**config.mk**
```make
export PLATFORM = sky130hd
export DESIGN_NAME = alu_sequencer_flat
export DESIGN_NICKNAME = d
export VERILOG_FILES = /design/src/rtl/alu_seq_pkg.sv /design/src/rtl/alu_sequencer_if.sv /design/src/rtl/alu.sv /design/src/rtl/alu_seq_fifo.sv /design/src/rtl/alu_sequencer.sv /design/src/flat_wrapper.sv
export SDC_FILE = /design/constraint.sdc
export NUM_CORES = 1
export LEC_CHECK = 0
export ABC_AREA = 1
export BUFFER_PORTS_ARGS = -buffer_cell sky130_fd_sc_hd__buf_2
export CAP_MARGIN = 10
export CELL_PAD_IN_SITES_DETAIL_PLACEMENT = 0
export CELL_PAD_IN_SITES_GLOBAL_PLACEMENT = 1
export CORE_MARGIN = 8
export CORE_UTILIZATION = 50
export DETAILED_ROUTE_END_ITERATION = 10
export GPL_ROUTABILITY_DRIVEN = 0
export GPL_TIMING_DRIVEN = 0
export PLACE_DENSITY = 0.83
export SKIP_CTS_REPAIR_TIMING = 1
export SLEW_MARGIN = 40
export SYNTH_ARGS = -nofsm -noshare
export SYNTH_HDL_FRONTEND = slang
export SYNTH_SLANG_ARGS = --single-unit
```
**constraint.sdc**
```tcl
create_clock -name clk -period 4.7 [get_ports clk]
set_input_delay 0 -clock clk [delete_from_list [all_inputs] [get_ports clk]]
set_output_delay 0 -clock clk [all_outputs]
set_load 0.1 [all_outputs]
```
**src/rtl/alu_seq_pkg.sv**
```systemverilog
// Shared definitions for the ALU sequencer: instruction field layout,
// the default halt opcode, the sequencer state type and field helpers.
package alu_seq_pkg;

  localparam int INSTR_W = 12;
  localparam int OP_MSB  = 11;
  localparam int OP_LSB  = 8;
  localparam int IN1_MSB = 7;
  localparam int IN1_LSB = 4;
  localparam int IN2_MSB = 3;
  localparam int IN2_LSB = 0;

  localparam logic [3:0] DEFAULT_HALT_OP = 4'hF;

  typedef enum logic {
    RUN,
    HALTED
  } seq_state_e;

  function automatic logic [3:0] instr_op(input logic [INSTR_W-1:0] instr);
    return instr[OP_MSB:OP_LSB];
  endfunction

  function automatic logic [3:0] instr_in1(input logic [INSTR_W-1:0] instr);
    return instr[IN1_MSB:IN1_LSB];
  endfunction

  function automatic logic [3:0] instr_in2(input logic [INSTR_W-1:0] instr);
    return instr[IN2_MSB:IN2_LSB];
  endfunction

endpackage

```
**src/rtl/alu_sequencer_if.sv**
```systemverilog
// Instruction-in / result-out handshake bundle of the ALU sequencer,
// plus its halt/restart control and issue counter.
interface alu_sequencer_if #(
  parameter int CNT_W = 8
) ();
  import alu_seq_pkg::*;

  logic               in_valid;
  logic               in_ready;
  logic [INSTR_W-1:0] in_instr;
  logic               out_valid;
  logic               out_ready;
  logic [INSTR_W-1:0] out_instr;
  logic [3:0]         out_result;
  logic               restart;
  logic               halted;
  logic [CNT_W-1:0]   issue_count;

  modport master (
    output in_valid, in_instr, out_ready, restart,
    input  in_ready, out_valid, out_instr, out_result, halted, issue_count
  );

  modport slave (
    input  in_valid, in_instr, out_ready, restart,
    output in_ready, out_valid, out_instr, out_result, halted, issue_count
  );

endinterface

```
**src/rtl/alu.sv**
```systemverilog
// 4-bit combinational ALU driven by the sequencer; sixteen operations
// selected by opcode, results truncated to 4 bits.
module alu (
  input  logic [3:0] opcode,
  input  logic [3:0] in1,
  input  logic [3:0] in2,
  output logic [3:0] result
);

  always_comb begin
    result = 4'h0;
    case (opcode)
      4'h0: result = in1 + in2;
      4'h1: result = in1 - in2;
      4'h2: result = in1 & in2;
      4'h3: result = in1 | in2;
      4'h4: result = in1 ^ in2;
      4'h5: result = ~in1;
      4'h6: result = in1 << in2[1:0];
      4'h7: result = in1 >> in2[1:0];
      4'h8: result = ~(in1 & in2);
      4'h9: result = ~(in1 | in2);
      4'hA: result = ~(in1 ^ in2);
      4'hB: result = in1;
      4'hC: result = in2;
      4'hD: result = in1 + 4'h1;
      4'hE: result = in1 - 4'h1;
      default: result = 4'h0;
    endcase
  end

endmodule

```
**src/rtl/alu_seq_fifo.sv**
```systemverilog
// Small synchronous FIFO holding pending instruction words; pointers carry
// one extra wrap bit so full and empty can be told apart.
module alu_seq_fifo #(
  parameter int DEPTH = 4,
  parameter int WIDTH = 12
) (
  input  logic             clk,
  input  logic             rst_n,
  input  logic             push,
  input  logic             pop,
  input  logic [WIDTH-1:0] data,
  output logic [WIDTH-1:0] head,
  output logic             full,
  output logic             empty
);

  localparam int AW    = $clog2(DEPTH);
  localparam int PTR_W = AW + 1;

  logic [PTR_W-1:0] wr_ptr;
  logic [PTR_W-1:0] rd_ptr;
  logic [WIDTH-1:0] mem [DEPTH];

  assign empty = (wr_ptr == rd_ptr);
  assign full  = (wr_ptr[AW] != rd_ptr[AW]) && (wr_ptr[AW-1:0] == rd_ptr[AW-1:0]);
  assign head  = mem[rd_ptr[AW-1:0]];

  always_ff @(posedge clk or negedge rst_n) begin
    if (!rst_n) begin
      wr_ptr <= '0;
      rd_ptr <= '0;
    end else begin
      if (push && !full) begin
        wr_ptr <= wr_ptr + PTR_W'(1);
      end
      if (pop && !empty) begin
        rd_ptr <= rd_ptr + PTR_W'(1);
      end
    end
  end

  // Storage needs no reset: only entries between the pointers are ever read.
  always_ff @(posedge clk) begin
    if (push && !full) begin
      mem[wr_ptr[AW-1:0]] <= data;
    end
  end

endmodule

```
**src/rtl/alu_sequencer.sv**
```systemverilog
// Buffers instruction words, issues one per cycle to the ALU and registers
// each result with its instruction; a halt opcode parks issue until restart.
module alu_sequencer
  import alu_seq_pkg::*;
#(
  parameter int         DEPTH   = 4,
  parameter int         CNT_W   = 8,
  parameter logic [3:0] HALT_OP = DEFAULT_HALT_OP
) (
  input  logic          clk,
  input  logic          rst_n,
  alu_sequencer_if.slave bus
);

  seq_state_e         state;
  logic               out_valid_q;
  logic [INSTR_W-1:0] out_instr_q;
  logic [3:0]         out_result_q;
  logic [CNT_W-1:0]   issue_count_q;

  logic               full;
  logic               empty;
  logic               push;
  logic               pop;
  logic               head_is_halt;
  logic [INSTR_W-1:0] head;
  logic [3:0]         head_op;
  logic [3:0]         head_in1;
  logic [3:0]         head_in2;
  logic [3:0]         alu_result;

  // Acceptance depends only on registered state, never on out_ready.
  assign bus.in_ready = !full && (state == RUN);
  assign push         = bus.in_valid && bus.in_ready;
  assign pop          = (state == RUN) && !empty && (!out_valid_q || bus.out_ready);

  assign head_op      = instr_op(head);
  assign head_in1     = instr_in1(head);
  assign head_in2     = instr_in2(head);
  assign head_is_halt = (head_op == HALT_OP);

  alu_seq_fifo #(
    .DEPTH (DEPTH),
    .WIDTH (INSTR_W)
  ) u_fifo (
    .clk   (clk),
    .rst_n (rst_n),
    .push  (push),
    .pop   (pop),
    .data  (bus.in_instr),
    .head  (head),
    .full  (full),
    .empty (empty)
  );

  alu u_alu (
    .opcode (head_op),
    .in1    (head_in1),
    .in2    (head_in2),
    .result (alu_result)
  );

  always_ff @(posedge clk or negedge rst_n) begin
    if (!rst_n) begin
      state         <= RUN;
      out_valid_q   <= 1'b0;
      out_instr_q   <= '0;
      out_result_q  <= '0;
      issue_count_q <= '0;
    end else begin
      if (pop && !head_is_halt) begin
        out_valid_q   <= 1'b1;
        out_instr_q   <= head;
        out_result_q  <= alu_result;
        issue_count_q <= issue_count_q + CNT_W'(1);
      end else if (bus.out_ready) begin
        out_valid_q <= 1'b0;
      end

      // A halt pop is discarded; a pending result keeps draining normally.
      if (pop && head_is_halt) begin
        state <= HALTED;
      end else if ((state == HALTED) && bus.restart) begin
        state <= RUN;
      end
    end
  end

  assign bus.out_valid   = out_valid_q;
  assign bus.out_instr   = out_instr_q;
  assign bus.out_result  = out_result_q;
  assign bus.issue_count = issue_count_q;
  assign bus.halted      = (state == HALTED);

endmodule

```
**src/flat_wrapper.sv**
```systemverilog
// flat-port wrapper written by rule: the top's interface ports become plain ports
module alu_sequencer_flat import alu_seq_pkg::*;
#(
  parameter int         DEPTH   = 4,
  parameter int         CNT_W   = 8,
  parameter logic [3:0] HALT_OP = DEFAULT_HALT_OP
)
  (clk, rst_n, bus_in_valid, bus_in_instr, bus_out_ready, bus_restart, bus_in_ready, bus_out_valid, bus_out_instr, bus_out_result, bus_halted, bus_issue_count);
  alu_sequencer_if #(.CNT_W(CNT_W)) bus_i ();
  input  logic clk;
  input  logic rst_n;
  input wire logic [$bits(bus_i.in_valid)-1:0] bus_in_valid;
  input wire logic [$bits(bus_i.in_instr)-1:0] bus_in_instr;
  input wire logic [$bits(bus_i.out_ready)-1:0] bus_out_ready;
  input wire logic [$bits(bus_i.restart)-1:0] bus_restart;
  output wire logic [$bits(bus_i.in_ready)-1:0] bus_in_ready;
  output wire logic [$bits(bus_i.out_valid)-1:0] bus_out_valid;
  output wire logic [$bits(bus_i.out_instr)-1:0] bus_out_instr;
  output wire logic [$bits(bus_i.out_result)-1:0] bus_out_result;
  output wire logic [$bits(bus_i.halted)-1:0] bus_halted;
  output wire logic [$bits(bus_i.issue_count)-1:0] bus_issue_count;
  assign bus_i.in_valid = bus_in_valid;
  assign bus_i.in_instr = bus_in_instr;
  assign bus_i.out_ready = bus_out_ready;
  assign bus_i.restart = bus_restart;
  assign bus_in_ready = bus_i.in_ready;
  assign bus_out_valid = bus_i.out_valid;
  assign bus_out_instr = bus_i.out_instr;
  assign bus_out_result = bus_i.out_result;
  assign bus_halted = bus_i.halted;
  assign bus_issue_count = bus_i.issue_count;
  alu_sequencer #(.DEPTH(DEPTH), .CNT_W(CNT_W), .HALT_OP(HALT_OP)) u_core (.clk(clk), .rst_n(rst_n), .bus(bus_i));
endmodule
```
**Word-level counts from Yosys, hierarchy flattened**

Memories as Yosys holds them, arrays and structs flattened.
Index checks and enable logic that the tools add are counted.

- Add/sub/neg operators: 7
- Shift operators: 2
- Reductions and logical operators: 18
- Multiplexer cells: 7
- Bitwise operators: 8
- Eq/ne operators: 18

Operator list:

| cell | count |
|---|---|
| one-hot mux 4 bit (15 select lines) | 1 |
| == test 4 bit, second input constant | 8 |
| == test 4 x 3 -> 1 bit, second input constant | 4 |
| NOT 4 bit | 4 |
| logical AND 1 bit | 10 |
| adder 8 x 1 -> 8 bit, second input constant | 1 |
| == test 4 x 2 -> 1 bit, second input constant | 2 |
| adder 3 x 1 -> 3 bit, second input constant | 2 |
| two-way mux 1 bit | 6 |
| adder 4 x 1 -> 4 bit, second input constant | 1 |
| adder 4 bit | 1 |
| bitwise AND 4 bit | 1 |
| == test 4 x 1 -> 1 bit, second input constant | 1 |
| logical NOT 1 bit | 4 |
| logical NOT 4 bit | 1 |
| bitwise OR 4 bit | 1 |
| nonzero test 2 bit | 2 |
| left shift 4 x 2 -> 4 bit | 1 |
| right shift 4 x 2 -> 4 bit | 1 |
| subtractor 4 x 1 -> 4 bit, second input constant | 1 |
| subtractor 4 bit | 1 |
| XOR 4 bit | 1 |
| == test 3 bit | 1 |
| == test 2 bit | 1 |
| 3 further kinds | 3 |

- Bits in writable memories: 48
- Logic and storage cells: 68
- Memories kept: 1
- Input bits: 17
- Flip-flop bits (word level): 32
- Output and inout port bits: 27

Memories:

| memory | depth | width | read ports | clocked after memory_dff | wr ports | line | RTL |
|---|---|---|---|---|---|---|---|
| u_core.u_fifo.mem | 4 | 12 | 1 | 0 | 1 | alu_seq_fifo.sv:22 | `logic [WIDTH-1:0] mem [DEPTH];` |

**Depth between registers and ports, before layout**

Gate-level depths: netlist of the first run.

- Depth after elaboration: 8
- Depth in mapped cells: 21

**By module**

A second synthesis of the first run with hierarchy kept.

- Cell total of the unflattened synthesis: 508
- Area total of the unflattened synthesis: 4362.9 µm²

Modules (own cells, without submodules):

| module | cells an instance | seq. area each (µm²) | area each (µm²) | times used |
|---|---|---|---|---|
| alu_seq_fifo | 177 | 1591.5 | 2214.6 | 1 |
| alu_sequencer | 138 | 650.6 | 1176.1 | 1 |
| alu | 193 | 0.0 | 972.2 | 1 |

**Worst setup path after synthesis of the first run**

No wires, ideal clock.

- Path kind: flip-flop to flip-flop
- From: register u_core.state, in the netlist u_core.bus.halted
- To: memory u_core.u_fifo.mem[3][0], enable pin
- Cell stages (with the launch flop): 6
- Arrival time: 2.574 ns
- Setup slack: 1.743 ns
- Cells stage by stage: dfrtp_1 > inv_1 > o31ai_1 > inv_1 > nand2_1 > nor2_1

- Cells in the longest elaborated chain, start to end: 6

Ends and longest elaborated chain:

| item | line | RTL |
|---|---|---|
| start, declared | alu_sequencer.sv:15 | `seq_state_e state;` |
| start signal, assigned | alu_sequencer.sv:65 | `state <= RUN;` |
| start signal, assigned | alu_sequencer.sv:82 | `state <= HALTED;` |
| start signal, assigned | alu_sequencer.sv:84 | `state <= RUN;` |
| NOT 1 bit | alu_sequencer.sv:33 | `assign bus.in_ready = !full && (state == RUN);` |
| logical AND 1 bit | alu_sequencer.sv:33 |  |
| via bus_in_ready | flat_wrapper.sv:16 | `output wire logic [$bits(bus_i.in_ready)-1:0] bus_in_ready;` |
| logical AND 1 bit | alu_sequencer.sv:34 | `assign push = bus.in_valid && bus.in_ready;` |
| logical AND 1 bit | alu_seq_fifo.sv:44 | `if (push && !full) begin` |
| two-way mux 1 bit | alu_seq_fifo.sv:44 |  |
| two-way mux 1 bit (implied by the code) | alu_seq_fifo.sv:45 | `mem[wr_ptr[AW-1:0]] <= data;` |
| end, declared | alu_seq_fifo.sv:22 |  |

The timed path passes the listed nets, and every way through them passes these cells.

**Final worst setup path of the first run**

- From: register u_core.u_fifo.rd_ptr[0]
- To: register u_core.out_result_q[3], in the netlist u_core.bus.out_result[3]

- Cells in the longest elaborated chain, start to end: 5
- Elaborated cells on any way between the ends: 37

Ends and longest elaborated chain:

| item | line | RTL |
|---|---|---|
| start, declared | alu_seq_fifo.sv:21 | `logic [PTR_W-1:0] rd_ptr;` |
| start signal, assigned | alu_seq_fifo.sv:37 | `rd_ptr <= rd_ptr + PTR_W'(1);` |
| parallel branches: the longest is 5 deep, another holds memory read (4 x 12 bit) | -- |  |
| end signal, assigned | alu_sequencer.sv:74 | `out_result_q <= alu_result;` |
| end, declared | alu_sequencer.sv:18 | `logic [3:0] out_result_q;` |

Several ways; the timed one is not identified.
A chain may end at the register's enable or synchronous reset.

==> results of run 1 <==
==> registers in the layout, summed over array words and instances (netlist names) <==
name / flops
u_core.bus.halted: 1
u_core.bus.issue_count: 8
u_core.bus.out_instr: 12
u_core.bus.out_result: 4
u_core.bus.out_valid: 1
u_core.u_fifo.mem: 48
u_core.u_fifo.rd_ptr: 3
u_core.u_fifo.wr_ptr: 3
==> worst paths after layout <==
check | cells after the start | to | from
max | 20 | u_core.bus.out_result[3]$_DFFE_PN0P_ | u_core.u_fifo.rd_ptr[0]$_DFFE_PN0P_
min | 2 | u_core.bus.issue_count[6]$_DFFE_PN0P_ | rst_n
max reg2reg | 20 | u_core.bus.out_result[3]$_DFFE_PN0P_ | u_core.u_fifo.rd_ptr[0]$_DFFE_PN0P_
min reg2reg | 2 | u_core.bus.out_instr[0]$_DFFE_PN0P_ | u_core.bus.out_instr[0]$_DFFE_PN0P_
max in group asynchronous | 3 | u_core.bus.out_instr[9]$_DFFE_PN0P_ | rst_n
min in group clk | 3 | u_core.u_fifo.wr_ptr[0]$_DFFE_PN0P_ | bus_in_valid
==> layout by cell type, fill, tap and decap left out, drive strengths merged, types with 4 or more instances in the layout <==
cell type,Yosys,final
edfxtp,48,48
dlygate4sd3,0,15
clkbuf,0,9
nand2,153,153
ha,19,19
nand3,41,41
nor2,48,48
dfrtp,32,32
xnor2,6,6
o21ai,32,32
nand4,4,4
o211ai,6,6
a21oi,4,4
inv,51,54
buf,12,56
xor2,11,11
==> layer usage <==
layer / up-vias / track usage / share of wire
met5: - / 0 / 0
met4: 0 / 0.0507 / 0.012
met3: 10 / 0.0417 / 0.051
met2: 77 / 0.262 / 0.48
met1: 1564 / 0.196 / 0.46
li1: 1706 / - / -
==> area by class of cell <==
| type | count | area, um^2 |
|---|---|---|
| Buffer | 12 | 121 |
| Clock buffer | 9 | 124 |
| Clock inverter | 7 | 52.6 |
| Fill cell | 793 | 3520 |
| Inverter | 51 | 204 |
| Multi-Input combinational cell | 333 | 1980 |
| Sequential cell | 80 | 2240 |
| Tap cell | 108 | 135 |
| Timing Repair Buffer | 59 | 380 |
==> cells in the mapped netlist, types with 4 or more instances <==
library cell	n
sky130_fd_sc_hd__nand2_1	132
sky130_fd_sc_hd__edfxtp_1	48
sky130_fd_sc_hd__inv_1	39
sky130_fd_sc_hd__nor2_1	39
sky130_fd_sc_hd__nand3_1	33
sky130_fd_sc_hd__dfrtp_1	32
sky130_fd_sc_hd__ha_1	19
sky130_fd_sc_hd__o21ai_1	13
sky130_fd_sc_hd__nand2_2	10
sky130_fd_sc_hd__o21ai_2	10
sky130_fd_sc_hd__xor2_1	10
sky130_fd_sc_hd__nand2_4	9
sky130_fd_sc_hd__o21ai_0	9
sky130_fd_sc_hd__inv_2	8
sky130_fd_sc_hd__buf_6	7
sky130_fd_sc_hd__nand3_2	6
sky130_fd_sc_hd__o211ai_1	6
sky130_fd_sc_hd__xnor2_1	6
sky130_fd_sc_hd__a21oi_1	4
sky130_fd_sc_hd__nand4_1	4
sky130_fd_sc_hd__nor2_2	4
sky130_fd_sc_hd__nor2_4	4
==> cell families after synthesis <==
| group | synth area share |
|---|---|
| fa+ha+maj | 0.0568 |
| compound gates | 0.0659 |
| buf+inv | 0.0717 |
| flops | 0.494 |
| xor+xnor | 0.0345 |
| simple gates | 0.276 |
==> through the flow <==
stage / std cells / utilization / hold slack (ps)
2_1_floorplan: 476 / - / -296
6_report: 659 / 0.598 / 102
3_5_place_dp: 627 / 0.559 / 84.0
3_3_place_gp: 627 / 0.557 / 87.7
5_1_grt: 659 / 0.598 / 131
4_1_cts: 643 / 0.579 / -311
==> worst register-to-register path, stage by stage, from the launching register on <==
cell and delay (ps):
sky130_fd_sc_hd__dfrtp_1 380, sky130_fd_sc_hd__buf_6 160, sky130_fd_sc_hd__buf_8 160, sky130_fd_sc_hd__buf_6 150, sky130_fd_sc_hd__nand2_1 50, sky130_fd_sc_hd__nand3_1 80
sky130_fd_sc_hd__nand2_2 120, sky130_fd_sc_hd__buf_4 210, sky130_fd_sc_hd__ha_1 280, sky130_fd_sc_hd__inv_1 30, sky130_fd_sc_hd__o21ai_0 290, sky130_fd_sc_hd__inv_1 80
sky130_fd_sc_hd__ha_1 270, sky130_fd_sc_hd__nand2_1 70, sky130_fd_sc_hd__nor2_1 40, sky130_fd_sc_hd__a211oi_1 280, sky130_fd_sc_hd__xor2_1 220, sky130_fd_sc_hd__inv_1 60
sky130_fd_sc_hd__nand3_1 80, sky130_fd_sc_hd__nand3_1 110, sky130_fd_sc_hd__a21oi_1 140
==> impl.org, run 1 <==
** STA
- Final critical delay including setup and external delays :: 3320 ps
- Setup slack on the critical path of the routed design comes to 1380 ps.
- Final worst path period share :: 0.706
- Adding up every negative setup slack in the final design gives 0 ps.
- Max-slew violation total from the final report :: 0
- Clk_skew :: 18.5 ps
- Count of final setup violators :: 0
- Fin. Hold Viols :: 0
- The worst pin sits at a relative slew slack of 0.505.
- Static timing analysis puts the maximum clock frequency at 301 MHz.
- Setup repair after global routing left no endpoint under its margin.
- Slew at the pin closest to its max-slew limit :: 742 ps

** Status
- Status :: complete, no violations

** Yosys
- The synthesized design contains 80 register bits.
- Counting flops with an async set or reset pin after synthesis yields a share of 0.400.
- The share of synthesized area in the top cell type comes to 0.318.
- The Yosys step of the flow raised 0 warnings.
- Syn nets :: 513
- The share of the Yosys chip area taken by registers is 0.494.
- By area the synthesized netlist is led by sky130_fd_sc_hd__edfxtp_1, sky130_fd_sc_hd__dfrtp_1, sky130_fd_sc_hd__nand2_1, sky130_fd_sc_hd__ha_1, sky130_fd_sc_hd__nand3_1.
- Cell taking the most area after synthesis :: sky130_fd_sc_hd__edfxtp_1
- Cell area after technology mapping :: 4530 um^2
- In this run the mean area of a mapped cell was 9.53 um^2.
- Among all flip-flop cells after synthesis, the most frequent one is sky130_fd_sc_hd__edfxtp_1.
- Synthesis produced 476 cells.
- Yosys mapped a number of flops with a built-in enable equal to 48.
- Synth unique cells :: 38

** Worst setup path
- The critical path is of the flop to flop type.
- Crit path largest cell delay :: 380 ps
- Of all nets on the critical path, the largest fanout is 11.
- Critical path data required time :: 4970 ps
- For the worst setup path, the data arrival time is 3590 ps.
- Together, buffers and inverters on the worst path number 7.
- Nature of the critical path endpoint :: flop
- Startpoint types :: flop
- The largest individual stage delay along the critical path comes from the cell sky130_fd_sc_hd__dfrtp_1.
- Setup slack on the worst reg-to-reg path comes out at 1380 ps.
- Cell family with most CP delay :: buffers and inverters
- The signal on the critical path passes through buf_6, buf_8, buf_6, nand2_1, nand3_1, nand2_2, buf_4, ha_1, inv_1, o21ai_0, inv_1, ha_1, nand2_1, nor2_1, a211oi_1, xor2_1, inv_1, nand3_1, nand3_1, a21oi_1.

** Drt
- After detailed routing, the number of vias per cell comes to 5.09.
- The pre-antenna-repair detailed-routing pass consisted of 4 iterations.
- Average routed wire per standard cell :: 14.6 um
- The first routing iteration left 137 violations.
- For this block, the routed nets add up to 9640 um of wire.
- In this run the remaining antenna-violating nets after routing total 0.
- The detailed router placed 3357 vias in this run.
- DR DRC count :: 0

** Final layout
- The net count of the finished layout is 583.
- Layout overhead on the synthesized area :: 15.6%
- Area of all placed cells without fillers :: 5240 um^2
- 0 antenna diodes ended up in the layout.
- Proportion of layout cells with a drive suffix above 1 :: 0.254

** Clocking
- Clock transition time at the flip-flop clock pins of the worst setup and hold paths :: 90 ps
- The tree is rooted in a sky130_fd_sc_hd__clkbuf_8.
- The number of clock buffers added by TritonCTS is 9.
- Clock sink count :: 80
- For the worst-skew pair, the clock arrives at the later sink with an insertion delay of 350 ps.
- Number of levels in the clock H-tree :: 3
- TritonCTS built the clock tree.
- The longest clock path from root to sink contains 2 buffers.

** Floorplanning
- Core region area :: 8760 um^2
- The die is 111 um tall.
- Pin placement for this block handled 44 I/O pins.
- Floorplan die area :: 12400 um^2
- After floorplanning, the core was divided into 34 placement rows.
- Initial core utilization :: 0.517
- DIE WIDTH :: 111 um

** GRT
- Pin count of the biggest net entering global routing :: 33
- The first global-routing pass estimated 16000 um of wire.
- Global route total overflow :: 0
- Number of antenna violations at the first check in global routing :: 0
- For this run, the total global-route usage over all layers was measured as 0.158.
- The via count of the first global-routing pass was 3266.

** Place
- The wire-length estimate of the detail-placed layout is 7090 um.
- IO Port Bufs :: 43
- Once placement finished, the instance area stood at 4890 um^2.
- OpenSTA, run right after detailed placement, puts the worst setup slack at 1440 ps.

** Worst hold path
- The path class of the tightest hold or removal check is primary input to asynchronous set/reset pin.

** Job
- Count of max-cap constraint violations :: 0
Power of run 1 is not shown: default switching activity piles up to over one toggle a cycle in this logic, so the estimate is an artifact.
==> run 2: changes to the inputs <==
--- a/config.mk
+++ b/config.mk
@@ -5,17 +5,17 @@
 export SDC_FILE = /design/constraint.sdc
 export NUM_CORES = 1
 export LEC_CHECK = 0
-export ABC_AREA = 1
+export ABC_AREA = 0
 export BUFFER_PORTS_ARGS = -buffer_cell sky130_fd_sc_hd__buf_2
 export CAP_MARGIN = 10
 export CELL_PAD_IN_SITES_DETAIL_PLACEMENT = 0
 export CELL_PAD_IN_SITES_GLOBAL_PLACEMENT = 1
 export CORE_MARGIN = 8
-export CORE_UTILIZATION = 50
+export CORE_UTILIZATION = 43
 export DETAILED_ROUTE_END_ITERATION = 10
 export GPL_ROUTABILITY_DRIVEN = 0
 export GPL_TIMING_DRIVEN = 0
-export PLACE_DENSITY = 0.83
+export PLACE_DENSITY = 0.72
 export SKIP_CTS_REPAIR_TIMING = 1
 export SLEW_MARGIN = 40
 export SYNTH_ARGS = -nofsm -noshare
==> constraint.sdc (replaced) <==
create_clock -name clk -period 2.7 [get_ports clk]
set_input_delay 0 -clock clk [delete_from_list [all_inputs] [get_ports clk]]
set_output_delay 0 -clock clk [all_outputs]
set_load 0.1 [all_outputs]
==> run 2 against run 1 <==
The run now ends with negative setup slack left. Register-to-register slack got worse by 1700 ps. Non-clock buffer count grew 26. Synthesized cell count decreased by 28%. Worst setup slack got worse by 1700 ps. Die area increased by 7.6%. Clock skew barely moved. Area after synthesis decreased by 6.3%. Maximum frequency is 9.0% higher. Critical path type unchanged. Critical endpoint unchanged.
==> impl.org, run 2 <==
** Status
- The run finished, with violations left.
- Violations in the final reports :: negative setup slack

** Floorplanning
- The die is 115 um tall.
- Initial core utilization :: 0.439
- Core region area :: 9680 um^2
- After floorplanning, the core was divided into 36 placement rows.
- From left edge to right edge, the die measures 115 um.
- Boundary pin count :: 44
- The floorplan step defined a die boundary enclosing 13300 um^2.

** Yosys
- Most common cell in the netlist :: sky130_fd_sc_hd__edfxtp_1
- Async set-or-reset flop fraction in the synthesized netlist :: 0.400
- Syn nets :: 378
- Summed over all instances, the cell type with the most area after synthesis is sky130_fd_sc_hd__edfxtp_1.
- Warnings, synthesis :: 0
- The cell area that synthesis handed to floorplanning was 4250 um^2.
- Cell types with the highest counts after synthesis :: sky130_fd_sc_hd__edfxtp_1, sky130_fd_sc_hd__nand2_1, sky130_fd_sc_hd__dfrtp_1
- Ys flop type :: sky130_fd_sc_hd__edfxtp_1
- A synthesized cell averages 12.5 um^2.
- The share of synthesized area in the top cell type comes to 0.339.
- Counting every instance in the synthesized netlist gives 341.
- Synth unique cells :: 53
- Register bit total from synthesis :: 80
- EDFF count, synth :: 48
- Main area contributors after synthesis :: sky130_fd_sc_hd__edfxtp_1, sky130_fd_sc_hd__dfrtp_1, sky130_fd_sc_hd__ha_1, sky130_fd_sc_hd__mux4_2, sky130_fd_sc_hd__mux4_1
- Of the synthesized area, sequential elements account for 0.528.

** Job
- Count of max-cap constraint violations :: 0

** Worst setup path
- STA puts the critical path data arrival time at 3270 ps.
- In this run the worst setup path terminates at u_core.bus.out_result[3]$_DFFE_PN0P_.
- STA classifies the critical path endpoint as a flop.
- Tracing the worst setup path back leads to its startpoint at u_core.u_fifo.rd_ptr[0]$_DFFE_PN0P_.
- Worst r2r src :: u_core.u_fifo.rd_ptr[0]$_DFFE_PN0P_
- Reg-to-reg setup timing slack :: -350 ps
- The endpoint identified for the worst register-to-register timing path is u_core.bus.out_result[3]$_DFFE_PN0P_.
- Reg2reg path depth :: 14
- Type of the setup path with the least slack :: flop to flop
- Startpoint types :: flop
- Of all nets on the critical path, the largest fanout is 7.
- Critical path data required time :: 2920 ps

** Drt
- In this run, the number of DRC markers left after iteration 0 of detailed routing was 148.
- In the final routed layout, each cell accounts on average for 17.1 um.
- The first detailed-routing pass took 4 iterations.
- Once detail routing completed, the nets flagged for antenna violations numbered 0.
- Summed over all layers, the routed wires come to 9690 um.
- In the routed layout, each cell is associated on average with a via count of 5.24.
- In the routed design, unresolved DRC markers number 0.
- The detailed router placed 2971 vias in this run.

** Final layout
- Finished Core Util :: 0.549
- From synthesis to final layout, the design area changed by 25.2%.
- Proportion of layout cells with a drive suffix above 1 :: 0.304
- Area of all placed cells without fillers :: 5320 um^2
- Leaving out fill and tap cells, the most frequent cell in the layout is sky130_fd_sc_hd__edfxtp_1.
- Max FFs per register :: 48
- The repair_antennas step left the layout with diodes totalling 0.
- The top cell types in the final layout, fill and taps aside, are sky130_fd_sc_hd__edfxtp_1, sky130_fd_sc_hd__buf_2, sky130_fd_sc_hd__nand2_1.
- The final layout contains 466 nets.

** STA
- The final-report max-slew violation count came to 0.
- Slew at the pin closest to its max-slew limit :: 707 ps
- Setup TNS after final layout :: -809 ps
- Worst slew margin relative to its limit :: 0.521
- Counting I/O delays and the setup requirement, the final critical path takes 3050 ps.
- Across the routed clock network, the largest skew measured is 18.2 ps.
- RSZ-0062 raised after global routing :: true
- Top achievable clock speed :: 328 MHz
- Final Worst Setup Slack :: -347 ps
- The number of hold-slack violations in the final timing report is 0.
- In the finished design, the share of the clock period the worst path needs comes to 1.13.
- Final worst hold slack :: 38.1 ps
- Setup violations remaining at the end of the flow were counted as 3.

** GRT
- Pin count of the biggest net entering global routing :: 33
- Global-route wire length before repair :: 15600 um
- Global route total overflow :: 0
- Vias in the first global route :: 2965
- Number of antenna violations at the first check in global routing :: 0
- Across every metal layer, demand over resource in global routing totals 0.152.

** Clocking
- The longest clock path from root to sink contains 2 buffers.
- Clock tree synthesis found a total of 80 sinks.
- TritonCTS built the clock tree.
- In this run the clock root is driven by a sky130_fd_sc_hd__clkbuf_8.
- Number of levels in the clock H-tree :: 3
- Clock buffer count from CTS :: 9
- Clock-pin slew was measured on the worst setup and hold paths at 90 ps.
- The later pin in the worst-skew pair is clocked with a latency of 360 ps.

** Place
- Detailed placement finished with a half-perimeter wire length of 6810 um.
- The count of buffers added on input and output ports is 43.
- Post-detailed-placement cell area :: 4720 um^2

** Worst hold path
- Class of the worst hold path :: primary input to flop
-- run 2: changes by cell type after synthesis, sizes merged, moves of 6 or more --
cell and delta:
a21oi +6, and3 +6, clkbuf +6, inv -34, mux2i +10, mux4 +14, nand2 -119, nand2b +6
nand3 -33, nor2 -38, nor2b +11, o21ai -18, xnor2 +7
-- run 2: critical path: stages, from the launching register on --
cell	delay, ps
sky130_fd_sc_hd__dfrtp_1	370
sky130_fd_sc_hd__buf_6	160
sky130_fd_sc_hd__mux4_2	550
sky130_fd_sc_hd__buf_12	160
sky130_fd_sc_hd__clkinv_8	40
sky130_fd_sc_hd__ha_4	200
sky130_fd_sc_hd__a2bb2oi_2	160
sky130_fd_sc_hd__o221a_4	260
sky130_fd_sc_hd__inv_2	60
sky130_fd_sc_hd__ha_4	180
sky130_fd_sc_hd__a21o_1	170
sky130_fd_sc_hd__a21oi_2	210
sky130_fd_sc_hd__xnor2_1	170
sky130_fd_sc_hd__nand2b_1	140
sky130_fd_sc_hd__o211ai_2	80
-- run 2: layout make-up --
type | instances | area, um^2
tap | 133 | 166
multi-input combinational | 224 | 1920
inverter | 17 | 81.3
fill | 818 | 4360
timing repair buffer | 77 | 508
sequential | 80 | 2240
clock buffer | 9 | 124
clock inverter | 7 | 83.8
buffer | 20 | 194
-- run 2: routing by layer --
layer / up-vias / GRT usage / wire, um
met5: - / 0 / 0
met4: 0 / 0.0578 / 147
met3: 12 / 0.0331 / 526
met2: 87 / 0.248 / 4740
met1: 1430 / 0.192 / 4280
li1: 1442 / - / -
-- run 2: logic make-up after synthesis --
logic type / after synthesis / synth area share
compound gates: 62 / 0.102
simple gates: 96 / 0.117
mux: 27 / 0.110
buf+inv: 37 / 0.0430
fa+ha+maj: 20 / 0.0607
flops: 80 / 0.528
xor+xnor: 19 / 0.0392
-- run 2: how the worst min path moves through the flow --
stage / start / endpoint / slack, ps / depth (start not counted)
after floorplan: rst_n / u_core.bus.halted$_DFFE_PN0P_ / -300 / 0
after global placement: rst_n / u_core.bus.out_instr[4]$_DFFE_PN0P_ / 80 / 1
after detailed placement: rst_n / u_core.bus.out_instr[1]$_DFFE_PN0P_ / 90 / 1
after CTS: rst_n / u_core.bus.out_instr[6]$_DFFE_PN0P_ / -300 / 1
after global routing: bus_in_valid / u_core.u_fifo.wr_ptr[0]$_DFFE_PN0P_ / 50 / 3
final: bus_in_valid / u_core.u_fifo.wr_ptr[0]$_DFFE_PN0P_ / 40 / 3
-- run 2: stage by stage --
step,setup slack (ps),cells
after CTS,-613,533
after detailed placement,-589,517
final,-347,567
after global placement,-602,517
after global routing,-475,567
after floorplan,-117,341
Power of run 2 is left out for the same reason.
